File: src/rtl/uart_parity_engine.sv
// uart_parity_engine: serial parity unit shared by the UART TX frame builder
// and RX deserialiser. A captured word is folded one bit per cycle into an
// XOR accumulator; the finished parity is held until the next completion and
// can be compared against a received parity bit.
module uart_parity_engine #(
  parameter int DATA_MAX = 8,
  parameter int LEN_W    = 4
) (
  input  logic                CLK,
  input  logic                RST,
  input  logic                Data_Valid,
  input  logic [DATA_MAX-1:0] P_DATA,
  input  logic [LEN_W-1:0]    DATA_LEN,
  input  logic                PAR_EN,
  input  logic [1:0]          PAR_MODE,
  input  logic                chk_valid,
  input  logic                rx_par_bit,
  output logic                par_bit,
  output logic                par_ready,
  output logic                busy,
  output logic                par_err,
  output logic                ovr
);

  typedef enum logic {
    IDLE = 1'b0,
    CALC = 1'b1
  } state_t;

  localparam logic [LEN_W-1:0] MIN_LEN = LEN_W'(5);
  localparam logic [LEN_W-1:0] MAX_LEN = LEN_W'(DATA_MAX);
  localparam logic [LEN_W-1:0] ONE     = LEN_W'(1);

  localparam logic [1:0] MODE_EVEN  = 2'b00;
  localparam logic [1:0] MODE_ODD   = 2'b01;
  localparam logic [1:0] MODE_MARK  = 2'b10;

  // Effective word length: out-of-range requests are pinned to 5..DATA_MAX.
  function automatic logic [LEN_W-1:0] clamp_len(input logic [LEN_W-1:0] len);
    logic [LEN_W-1:0] n;
    n = len;
    if (len < MIN_LEN) n = MIN_LEN;
    else if (len > MAX_LEN) n = MAX_LEN;
    return n;
  endfunction

  // Map the raw XOR of the data bits onto the selected parity flavour.
  function automatic logic final_par(input logic acc, input logic en,
                                     input logic [1:0] mode);
    logic p;
    if (!en) p = 1'b0;
    else begin
      case (mode)
        MODE_EVEN: p = acc;
        MODE_ODD:  p = ~acc;
        MODE_MARK: p = 1'b1;
        default:   p = 1'b0;
      endcase
    end
    return p;
  endfunction

  state_t              state_q, state_d;
  logic [DATA_MAX-1:0] sreg_q, sreg_d;
  logic [LEN_W-1:0]    cnt_q, cnt_d;
  logic [LEN_W-1:0]    n_q, n_d;
  logic                acc_q, acc_d;
  logic                en_q, en_d;
  logic [1:0]          mode_q, mode_d;
  logic                par_bit_q, par_bit_d;
  logic                par_ready_q, par_ready_d;
  logic                par_err_q, par_err_d;
  logic                ovr_q, ovr_d;
  logic                fold;

  // Next-state logic: capture in IDLE, fold one bit per cycle in CALC, and
  // evaluate the parity check against the currently held result.
  always_comb begin
    state_d     = state_q;
    sreg_d      = sreg_q;
    cnt_d       = cnt_q;
    n_d         = n_q;
    acc_d       = acc_q;
    en_d        = en_q;
    mode_d      = mode_q;
    par_bit_d   = par_bit_q;
    par_ready_d = par_ready_q;
    par_err_d   = 1'b0;
    ovr_d       = 1'b0;
    fold        = acc_q ^ sreg_q[0];

    case (state_q)
      IDLE: begin
        if (Data_Valid) begin
          sreg_d      = P_DATA;
          en_d        = PAR_EN;
          mode_d      = PAR_MODE;
          n_d         = clamp_len(DATA_LEN);
          acc_d       = 1'b0;
          cnt_d       = '0;
          par_ready_d = 1'b0;
          state_d     = CALC;
        end
      end
      CALC: begin
        acc_d  = fold;
        sreg_d = sreg_q >> 1;
        cnt_d  = cnt_q + ONE;
        ovr_d  = Data_Valid;
        if (cnt_q == n_q - ONE) begin
          par_bit_d   = final_par(fold, en_q, mode_q);
          par_ready_d = 1'b1;
          state_d     = IDLE;
        end
      end
      default: state_d = IDLE;
    endcase

    // Uses the pre-capture snapshot, so a check coinciding with a capture
    // still compares against the previous result.
    if (chk_valid && par_ready_q && en_q) par_err_d = rx_par_bit ^ par_bit_q;
  end

  // State and datapath registers; asynchronous reset aborts any calculation.
  always_ff @(posedge CLK or negedge RST) begin
    if (!RST) begin
      state_q     <= IDLE;
      sreg_q      <= '0;
      cnt_q       <= '0;
      n_q         <= '0;
      acc_q       <= 1'b0;
      en_q        <= 1'b0;
      mode_q      <= 2'b00;
      par_bit_q   <= 1'b0;
      par_ready_q <= 1'b0;
      par_err_q   <= 1'b0;
      ovr_q       <= 1'b0;
    end else begin
      state_q     <= state_d;
      sreg_q      <= sreg_d;
      cnt_q       <= cnt_d;
      n_q         <= n_d;
      acc_q       <= acc_d;
      en_q        <= en_d;
      mode_q      <= mode_d;
      par_bit_q   <= par_bit_d;
      par_ready_q <= par_ready_d;
      par_err_q   <= par_err_d;
      ovr_q       <= ovr_d;
    end
  end

  assign par_bit   = par_bit_q;
  assign par_ready = par_ready_q;
  assign busy      = (state_q == CALC);
  assign par_err   = par_err_q;
  assign ovr       = ovr_q;

endmodule

File: config.mk
export PLATFORM = sky130hd
export DESIGN_NAME = uart_parity_engine
export DESIGN_NICKNAME = d
export VERILOG_FILES = /design/src/rtl/uart_parity_engine.sv
export SDC_FILE = /design/constraint.sdc
export NUM_CORES = 1
export LEC_CHECK = 0
export CAP_MARGIN = 5
export CORE_MARGIN = 2
export CORE_UTILIZATION = 44
export CTS_CLUSTER_DIAMETER = 120
export DETAILED_ROUTE_END_ITERATION = 10
export GPL_TIMING_DRIVEN = 0
export PLACE_DENSITY_LB_ADDON = 0.15
export SYNTH_ARGS = -nofsm -noshare
export SYNTH_HDL_FRONTEND = slang
export SYNTH_SLANG_ARGS = --single-unit
File: constraint.sdc
create_clock -name CLK -period 1.8 [get_ports CLK]
set_input_delay 0.36 -clock CLK [delete_from_list [all_inputs] [get_ports CLK]]
set_output_delay 0.36 -clock CLK [all_outputs]
set_load 0.03 [all_outputs]
* Word-level counts from Yosys, hierarchy flattened *
Index checks and enable logic that the tools add are counted.

word-level totals
  logic and storage cells = 47
  RAM bits = 0
  input port bits = 20
  memories = 0
  flip-flop bits (word level) = 25
  latch bits = 0
  bits in read-only memories = 0
  output and inout bits = 5

operators by class
  $add $sub $neg = 2
  shift-type cells = 0
  bitwise operators = 4
  magnitude comparators = 2
  divide/modulo/power cells = 0
  multiply operators = 0
  reductions and logical operators = 6
  equal/unequal tests = 5
  multiplexer cells = 17

operators by type and width
  cell                                                   number
  case mux 8 bit (2 select lines)                        1
  2-to-1 mux 4 bit                                       3
  2-to-1 mux 8 bit                                       1
  case mux 4 bit (2 select lines)                        1
  2-to-1 mux 1 bit                                       7
  case mux 1 bit (2 select lines)                        3
  AND reduction 2 bit                                    3
  adder 4 x 1 -> 4 bit, second input constant            1
  equality test 4 bit                                    1
  > comparator 4 bit, second input constant              1
  < comparator 4 x 3 -> 1 bit, second input constant     1
  subtractor 4 x 1 -> 4 bit, second input constant       1
  case mux 1 bit (3 select lines)                        1
  equality test 2 x 1 -> 1 bit, second input constant    1
  equality test 2 bit, second input constant             1
  logical AND 1 bit                                      2
  zero test 2 bit                                        1
  inequality test 2 x 1 -> 1 bit, second input constant  1
  inequality test 2 bit, second input constant           1
  inverter 1 bit                                         2
  XOR 1 bit                                              2

* Depth between registers and ports, before layout *
Gate-level depths: netlist of the first run.

  depth after elaboration = 4
  depth in mapped cells = 6
  depth with buffers taken out = 6

* Worst setup path after synthesis of the first run *
Ideal clock, no wire load.

  kind = flip-flop to flip-flop
  start point = reg n_q[0]
  end point = reg par_bit_q, in the netlist par_bit
  buffers on the path = 0
  slack = -0.037 ns
  data arrival time = 1.712 ns
  setup time = 0.125 ns
  period minus slack after synthesis = 1.837 ns
  data required time = 1.675 ns
  stages on the path, launching flop included = 7
  cell sequence = dfrtp_1 > inv_1 > ha_1 > xor2_1 > o211ai_2 > a2111oi_4 > mux2_4

between the ends
  word-level cells in the longest chain between the ends = 3

RTL lines
  element                        line  text
  from (decl)                    66    logic [LEN_W-1:0] n_q, n_d;
  from (signal assigned)         142   n_q <= n_d;
  subtractor 4 x 1 -> 4 bit      110   if (cnt_q == n_q - ONE) begin
  equality test 4 bit            110
  AND reduction 2 bit (no line)  n/a
  to (signal assigned)           146   par_bit_q <= par_bit_d;
  to (decl)                      70    logic par_bit_q, par_bit_d;

No other way between the ends.
A chain may end at the register's enable or synchronous reset.

* Final worst setup path of the first run *
  start point = reg par_ready_q, in the netlist par_ready
  end point = out par_ready

RTL lines
  element                 line  text
  from (decl)             71    logic par_ready_q, par_ready_d;
  from (signal assigned)  147   par_ready_q <= par_ready_d;
  to (decl)               19    output logic par_ready,

No word-level cell between the ends.

==> reports/qor.txt, run 1 <==
DR pass1 iterations - 4
critical path data required time - 1.44 ns
crit path launch type - flop
synthesized area - 0.00118 mm2
worst r2r path cells - 6
die height - 55.8 um
largest net degree at the start of global routing - 26
CTS H-tree depth - 1
delay-heaviest family, CP - buffers and inverters
row count - 18
post-synth top area share - 52.9%
Total Power - 2.33 mW
Final nets - 155
global-route wire length before repair - 3570 um
FF-to-FF setup slack - 0.10 ns
Final GP Congestion - 0.701
initial antenna violation count - 0
Vias - 811
clock latency on the worst-skew pair - 0.31 ns
final WL - 1990 um
area leader, netlist - dfrtp_1
relative slew slack - 28.1%
unrepaired setup endpoints after global routing - no
CP max-delay cell - clkdlybuf4s50_1
Area contributors post-synth - dfrtp_1, mux2i_1, o21ai_0
core area - 0.00252 mm2
initial core utilization - 46.9%
crit path kind - reg -> out
synthesized flop and latch total - 25
n_diodes - 0
sequential cell area fraction in the yosys report - 52.9%
fin crit period - 1.74 ns
Worst-path clk slew - 0.13 ns
FF-to-FF End - par_bit
Yosys cell types - 25
clock root buffer - clkbuf_4
Die Area - 0.00312 mm2
worst min path class - reg -> reg
DRT iter0 DRCs - 14
CTS tree - done
TNS Setup - 0 ns
WL/cell - 12.3 um
Post-Syn Instances - 101
area delta synth->final - 30.1%
hold_sp - sreg_q[7]
static leakage - 0.684 nW
post-DR vias/cell - 5.01
Ports - 25
post-route clock period utilization - 96.5%
port bufs - 24
critical path, cell by cell - clkdlybuf4s50_1
layout cells sized above 1 - 17.4%
PwrDens - 1520 mW/mm2
number of setup violations in the final report - 0
worst endpoint data arrival time - 1.38 ns
YS warnings - 0
Avg Inst Size Synth - 11.7 um2
fmax - 576 MHz
maximum clock insertion buffer count - 2
vias in the first global route - 823
Hold Path End - sreg_q[6]
Detail Placement HPWL - 1500 um
DRC viols - 0
Worst VDD drop - 1.05 mV
status - complete, no violations
Final Skew - 0.00256 ns
reg2reg start - n_q[1]
GR Overflow Total - 0
max cap viols - 0
Slew Viols, Final - 0
clock sink count - 25
ANT nets after route - 0
Global Route Usage Sum - 14.7%
Crit. End Element - output port
max incr delay on CP - 0.67 ns
final hold vios - 0
Mapped Nets - 123
critical-path maximum fanout - 3
width of the die - 55.8 um
CTS Buf Count - 3
Buffers & Inverters on Critical Path - 1
Worst Max-Slew Pin Slew - 1.08 ns
Hold Path Stages - 2
post-cts hold buffer count - 0
-- layout by cell type (no fill, tap or decap), drive strengths merged, types with 3 or more instances in the layout --
cell           netlist  final
xnor2                6      6
o21ai               10     10
clkdlybuf4s50        0     23
buf                  2      5
mux2                 5      5
clkbuf               3      6
nand2               12     12
a22o                 3      3
xor2                 3      3
dfrtp               25     25
mux2i                9      9
nand2b               3      3
nor2                 5      5
-- synth_stat cells (all sizes together) --
cell type and instances:
nand2b 3, nand3 2, a22o 3, o211ai 1, and2 1, dfrtp 25, mux2 5, a2111oi 1
inv 2, ha 2, a21o 1, o31ai 2, and3 1, nand2 12, xor2 3, nor3 1
buf 2, or3 1, xnor2 6, o21ai 10, nor2 5, clkbuf 3, mux2i 9
-- worst reg2reg max path, stage by stage, from the launching register on --
cell and delay [ns]:
dfrtp_1 0.38, inv_1 0.07, ha_4 0.16, xnor2_2 0.13
xnor2_1 0.17, a2111oi_4 0.36, mux2_4 0.33
-- through the flow --
stage | hold WS, ns | area [um2] | worst slack, ns | cells | utilization [%]
after CTS | 0.511 | 1530 | 0.0191 | 162 | 60.7
after floorplan | 0.0644 | 1180 | 0.0439 | 101 | -
after global placement | 0.476 | 1460 | -0.0692 | 155 | 57.9
final | 0.506 | 1540 | 0.0630 | 162 | 61.0
after global routing | 0.544 | 1540 | 0.00794 | 162 | 61.0
after detailed placement | 0.474 | 1460 | -0.106 | 155 | 57.9
-- flip-flops by register name, indices dropped and copies added (netlist names) --
name	count
acc_q	1
busy	1
cnt_q	4
en_q	1
mode_q	2
n_q	4
ovr	1
par_bit	1
par_err	1
par_ready	1
sreg_q	8
-- what timing repair did --
action | 4_1_cts | 5_1_grt
setup buffers | 3 | 0
pin swaps | 2 | 1
setup endpoints to repair | 2 | 1
hold endpoints to repair | 0 | 0
resized for setup | 5 | 1
-- report_power, final --
part           internal [mW]  switching [mW]
Combinational          0.601           0.521
Sequential             0.781           0.184
Clock                 0.0831           0.162
Total                   1.46           0.867
-- area by class of cell --
| class | instances | area (um2) |
|---|---|---|
| repair buffers | 27 | 262 |
| well taps | 30 | 37.5 |
| flip-flops and latches | 25 | 627 |
| fillers | 223 | 985 |
| inverters | 2 | 7.51 |
| multi-input cells | 69 | 556 |
| plain buffers | 5 | 21.3 |
| clock buffers | 3 | 22.5 |
| clock inverters | 1 | 5.00 |
-- worst max path at each step --
stage | start | to | slack (ns) | depth (start not counted)
2_1_floorplan | n_q[0] | par_bit | 0.04 | 6
3_3_place_gp | n_q[0] | par_bit | -0.07 | 6
3_5_place_dp | n_q[0] | par_bit | -0.11 | 6
4_1_cts | n_q[1] | par_bit | 0.02 | 6
5_1_grt | par_ready | par_ready | 0.008 | 1
6_report | par_ready | par_ready | 0.06 | 1
-- cells by family (layout without fill, tap and decap cells) --
family,Yosys count,after routing,synth area share [%]
XOR/XNOR,9,9,7.30
multiplexers,14,14,12.7
AND/OR/NAND/NOR,26,26,10.8
flip-flops,25,25,52.9
adder cells (fa/ha/maj),2,2,2.12
buffers and inverters,7,38,2.43
AO/OA/AOI/OAI,18,18,11.7
-- per-layer routing --
layer | track usage, % | up-vias | share of wire, %
met2 | 24.8 | 16 | 49
met5 | 0 | - | 0
met3 | 2.33 | 4 | 3.8
met1 | 18.3 | 385 | 45
met4 | 7.14 | 0 | 1.7
li1 | - | 406 | -
No activity file was read; power rests on OpenSTA's default activity.
==> run 2, diff against run 1 <==
--- a/config.mk
+++ b/config.mk
@@ -5,7 +5,6 @@
 export SDC_FILE = /design/constraint.sdc
 export NUM_CORES = 1
 export LEC_CHECK = 0
-export CAP_MARGIN = 5
 export CORE_MARGIN = 2
 export CORE_UTILIZATION = 44
 export CTS_CLUSTER_DIAMETER = 120
==> results of run 2 <==
Same layout as run 1: the final DEF is identical, and so are final timing and power.
